### src/rtl/sevenseg_scan.sv
// rtl/sevenseg_scan.sv - multiplexed four-digit seven-segment MM:SS scanner
//
// Purpose: scans four BCD digits onto a multiplexed seven-segment display,
// one digit per REFRESH_COUNT-cycle slot. All four digits are captured as one
// snapshot at each frame start so the display never shows a torn count.
// Also blanks a leading minute-tens zero and blinks the colon while running.
//
// Ports:
//   clk          system clock, rising edge
//   reset        asynchronous active-high reset
//   sec_ones     BCD seconds ones   (digit 0, an[0])
//   sec_tens     BCD seconds tens   (digit 1, an[1])
//   min_ones     BCD minutes ones   (digit 2, an[2], carries the colon)
//   min_tens     BCD minutes tens   (digit 3, an[3], blankable)
//   running      stopwatch running; colon blinks when high, steady when low
//   blank_lz     blank digit 3 when it is zero
//   an           one-hot digit enable
//   seg          segments {g,f,e,d,c,b,a}
//   dp           colon, only in the digit-2 slot
//   frame_start  one-cycle pulse on the first cycle of each frame
module sevenseg_scan #(
   parameter int REFRESH_COUNT = 50000,
   parameter int BLINK_FRAMES  = 125,
   parameter bit ACTIVE_LOW    = 1'b1
) (
   input  logic       clk,
   input  logic       reset,
   input  logic [3:0] sec_ones,
   input  logic [3:0] sec_tens,
   input  logic [3:0] min_ones,
   input  logic [3:0] min_tens,
   input  logic       running,
   input  logic       blank_lz,
   output logic [3:0] an,
   output logic [6:0] seg,
   output logic       dp,
   output logic       frame_start
);

   localparam int PW = (REFRESH_COUNT > 1) ? $clog2(REFRESH_COUNT) : 1;
   localparam int BW = (BLINK_FRAMES > 1) ? $clog2(BLINK_FRAMES) : 1;
   localparam logic [PW-1:0] PRE_LAST   = PW'(REFRESH_COUNT - 1);
   localparam logic [BW-1:0] BLINK_LAST = BW'(BLINK_FRAMES - 1);
   localparam logic [1:0]    SLOT_COLON = 2'd2;
   localparam logic [1:0]    SLOT_LAST  = 2'd3;

   logic [PW-1:0]     pre;
   logic [1:0]        idx;
   logic [3:0][3:0]   snap;
   logic              snap_lz;
   logic [BW-1:0]     blink_cnt;
   logic              blink_phase;

   logic              frame_tick;
   logic              frame_end;
   logic [3:0][3:0]   in_digits;
   logic [3:0][3:0]   eff_digits;
   logic              eff_lz;
   logic [3:0]        cur_digit;
   logic [3:0]        an_c;
   logic [6:0]        seg_c;
   logic              dp_c;

   function automatic logic [6:0] bcd_to_seg(input logic [3:0] d);
      case (d)
         4'd0:    bcd_to_seg = 7'h3F;
         4'd1:    bcd_to_seg = 7'h06;
         4'd2:    bcd_to_seg = 7'h5B;
         4'd3:    bcd_to_seg = 7'h4F;
         4'd4:    bcd_to_seg = 7'h66;
         4'd5:    bcd_to_seg = 7'h6D;
         4'd6:    bcd_to_seg = 7'h7D;
         4'd7:    bcd_to_seg = 7'h07;
         4'd8:    bcd_to_seg = 7'h7F;
         4'd9:    bcd_to_seg = 7'h6F;
         default: bcd_to_seg = 7'h40;
      endcase
   endfunction

   assign frame_tick = (pre == '0) && (idx == 2'd0);
   assign frame_end  = (pre == PRE_LAST) && (idx == SLOT_LAST);
   assign in_digits  = {min_tens, min_ones, sec_tens, sec_ones};

   // On the snapshot edge the output register sees the digits being captured,
   // so the whole first slot of a frame shows the new snapshot.
   assign eff_digits = frame_tick ? in_digits : snap;
   assign eff_lz     = frame_tick ? blank_lz : snap_lz;
   assign cur_digit  = eff_digits[idx];

   always_comb begin
      an_c  = 4'b0001 << idx;
      seg_c = bcd_to_seg(cur_digit);
      dp_c  = 1'b0;
      if (idx == SLOT_COLON) begin
         dp_c = running ? blink_phase : 1'b1;
      end
      if ((idx == SLOT_LAST) && eff_lz && (cur_digit == 4'd0)) begin
         an_c  = 4'b0000;
         seg_c = 7'h00;
      end
   end

   // Scan position and snapshot
   always_ff @(posedge clk or posedge reset) begin
      if (reset) begin
         pre     <= '0;
         idx     <= 2'd0;
         snap    <= '0;
         snap_lz <= 1'b0;
      end else begin
         if (pre == PRE_LAST) begin
            pre <= '0;
            idx <= idx + 2'd1;
         end else begin
            pre <= pre + 1'b1;
         end
         if (frame_tick) begin
            snap    <= in_digits;
            snap_lz <= blank_lz;
         end
      end
   end

   // Colon blink: counts frames while running, held cleared when stopped
   always_ff @(posedge clk or posedge reset) begin
      if (reset) begin
         blink_cnt   <= '0;
         blink_phase <= 1'b0;
      end else if (!running) begin
         blink_cnt   <= '0;
         blink_phase <= 1'b0;
      end else if (frame_end) begin
         if (blink_cnt == BLINK_LAST) begin
            blink_cnt   <= '0;
            blink_phase <= ~blink_phase;
         end else begin
            blink_cnt <= blink_cnt + 1'b1;
         end
      end
   end

   // Output registers, polarity applied here
   always_ff @(posedge clk or posedge reset) begin
      if (reset) begin
         an          <= {4{ACTIVE_LOW}};
         seg         <= {7{ACTIVE_LOW}};
         dp          <= ACTIVE_LOW;
         frame_start <= 1'b0;
      end else begin
         an          <= an_c ^ {4{ACTIVE_LOW}};
         seg         <= seg_c ^ {7{ACTIVE_LOW}};
         dp          <= dp_c ^ ACTIVE_LOW;
         frame_start <= frame_tick;
      end
   end

endmodule
### config.mk
export PLATFORM = sky130hd
export DESIGN_NAME = sevenseg_scan
export DESIGN_NICKNAME = d
export VERILOG_FILES = /design/src/rtl/sevenseg_scan.sv
export SDC_FILE = /design/constraint.sdc
export NUM_CORES = 1
export LEC_CHECK = 0
export ABC_AREA = 1
export BUFFER_PORTS_ARGS = -buffer_cell sky130_fd_sc_hd__buf_2
export CAP_MARGIN = 40
export CORE_MARGIN = 5
export CORE_UTILIZATION = 65
export CTS_BUF_LIST = sky130_fd_sc_hd__clkbuf_4
export DETAILED_ROUTE_END_ITERATION = 16
export PLACE_DENSITY = 0.87
export SYNTH_ARGS = -nofsm -noshare
export SYNTH_HDL_FRONTEND = slang
export SYNTH_SLANG_ARGS = --single-unit
### constraint.sdc
create_clock -name clk -period 5.5 [get_ports clk]
set_input_delay 1.1 -clock clk [delete_from_list [all_inputs] [get_ports clk]]
set_output_delay 1.1 -clock clk [all_outputs]
set_load 0.02 [all_outputs]
==> metrics.txt <==
peak supply drop=142.3 uV; postcts setup bufs=0; Core ar.=around 4400 um2; Avg Cell Area, Syn=approximately 8.1 um2; kind of critical path=reg -> reg; commonest cells after routing, fill and taps aside=nand2_1 (92), nand3_1 (54), inv_1 (49); # diodes=0; routed vias=around 2400; Unique masters post-synth=31; crit path setup slack, layout=2371 ps; detailed placement HPWL=roughly 4.4 mm; TritonRoute pass-1 iters=5; CP arrival=between 3000 and 4000 ps; commonest non-fill, non-tap cell in the layout=nand2_1; drt first-iter violations=approximately 110; final setup TNS=0 ps; I/O Pins=33; Total Power=0.0006820 W; total grt overflow=0; Pleak=approximately 1.7 nW; Slew Viols, Final=0; number of buffers created by CTS=5; warnings from Yosys=0; gr usage total=just over 20%; routability congestion estimate=~0.82; maximum root-to-sink buffer count=2; CTS tree=built; Post-synth EDFFs=0; vias in the first global route=2246; worst-path fanout max=23; met2 Use GR=a little under a third; Die X-Extent=between 70 and 80 um; final net count=approximately 440; I/O Buffers=32; Die Area=around 6000 um2; post-synthesis cell count=~370; largest net degree at the start of global routing=42; most used routing layer=met2; Via density=approximately 5.3; min Tclk post-route=approximately 3100 ps; final clock skew=24.89 ps; Fmax=~320 MHz; M3 GR Usage=under 10%; Rel. slew slack=between 60% and 70%; Clock Sinks=56; CTS Hold Bufs=0; Routed wire per std cell=about 13 um; Row Count=24; fin util=approximately 74%; clk slew on worst S/H paths=about 160 ps; Fillers=between 300 and 400; MaxCap Viol Count=0; met1 Use GR=29.22%; Worst Path Required=5840 ps; # resized after CTS=0; PwrDens=around 210 nW/um2; Root Driver=clkbuf_4; Hold WC Path Type=reg -> reg; ys async rst share=100.0%; status=finished, final reports clean; Final Hold Fails=0; Clock Latency Late Sink=approximately 380 ps; Routed Antenna Nets=0; top_reg_cell synth=dfrtp_1; area delta synth->final=8.275%; sequential element share of the synthesized area=between 40 and 50%; initial antenna violation count=0; Die Ht=roughly 80 um; DP Worst Slack=~2400 ps; first-pass GRT wire length=10.26 mm; Tcrit/Tclk final=between 50% and 60%; Syn Nets=~410; DRC=0; mapped cell area=between 3000 and 4000 um2; critical path endpoint category=register; layout cell share with drive strength beyond 1=about a fifth; worst slew pin tran=around 450 ps; Setup violations, final=0; final WL=5.915 mm; initial core utilization=between 60% and 70%; RSZ-0062 raised after global routing=no; H-tree Lvls=2; Setup crit start kind=register; Seq cells post-synth=56
layer usage:
metal  share of wire [%]  vias to the layer above  wire length, um
li1                    -                     1227                -
met1                  46                     1130             2693
met2                  47                       82             2782
met3                 6.3                        7              374
met4                 1.1                        0               64
met5                   0                        -                0
Yosys cell counts (all sizes together) (3+ instances only):
master  instances  area share (%)
buf             6             1.6
nor2           38             6.5
dfrtp          44              36
nand3          56             9.6
a21oi           5            0.83
inv            53             6.6
xor2            5             1.4
nand4           3            0.62
nor3            5            0.83
ha             13             5.4
nand3b          6             1.5
dfstp          12              10
nand2         105              14
o21ai          14             2.4
flip-flops by register name, indices dropped and copies added (netlist names):
register and flops:
snap_lz 1, snap 16, an 4, blink_phase 1
pre 16, seg 7, dp 1, frame_start 1
idx 2, blink_cnt 7
path summary, 6_finish.rpt:
| kind | startpoint | endpoint | slack, ps | depth (start not counted) |
|---|---|---|---|---|
| min in group asynchronous | reset | blink_cnt[5] | 650 | 2 |
| worst min-delay path | snap[15] | snap[15] | 490 | 2 |
| max in group asynchronous | reset | an[0] | 4260 | 3 |
| worst max-delay path | idx[0] | seg[3] | 2370 | 18 |
| worst min register to register | snap[15] | snap[15] | 490 | 2 |
| worst max register to register | idx[0] | seg[3] | 2370 | 18 |
through the flow:
stage / area (um2) / hold slack [ps] / instances
2_1_floorplan: 3024 / 436.7 / 372
5_1_grt: 3274 / 510.2 / 458
4_1_cts: 3274 / 497.6 / 458
3_3_place_gp: 3198 / 455.3 / 449
3_5_place_dp: 3218 / 461.7 / 450
6_report: 3274 / 492.6 / 458
where the power goes:
group / leakage, nW / internal, W / switching, W / total (W)
registers: 0.682 / 0.000429 / 0.00000575 / 0.000435
clock network: 0.0349 / 0.0000495 / 0.000128 / 0.000178
logic: 0.997 / 0.0000244 / 0.0000451 / 0.0000696
critical path, cell delays in order (launching register included):
cell and delay (ps):
dfrtp_1 570, inv_1 370, ha_1 250, inv_1 50, nor2_1 90, nand2_1 130, nor2_8 250, nand2_4 230
nand2_1 110, nand2_1 90, nand2_1 70, nand3_1 70, nand2_1 180, inv_1 100, ha_1 200, inv_1 50
nand3_1 120, nand3_1 120, nand3_1 70
logic make-up (layout without fill, tap and decap cells):
group / Yosys count / in the layout / share of synthesized area (%)
AOI/OAI and AO/OA: 20 / 20 / 3.475
xor gates and xnor gates: 6 / 6 / 1.738
adders and majority gates: 13 / 13 / 5.379
buffers and inverters: 61 / 95 / 8.398
DFF: 56 / 56 / 46.83
and+or+nand+nor: 216 / 216 / 34.17
cell type report:
cell class | count | area [um2] | share of cell area [%]
clock buffers | 5 | 37.54 | 1.146
clock inverters | 3 | 18.77 | 0.5732
multi-input cells | 255 | 1354 | 41.35
well taps | 52 | 65.06 | 1.987
flip-flops and latches | 56 | 1416 | 43.26
repair buffers | 33 | 180.2 | 5.502
inverters | 54 | 202.7 | 6.190
Note: power is estimated with default switching activity, not from simulation.
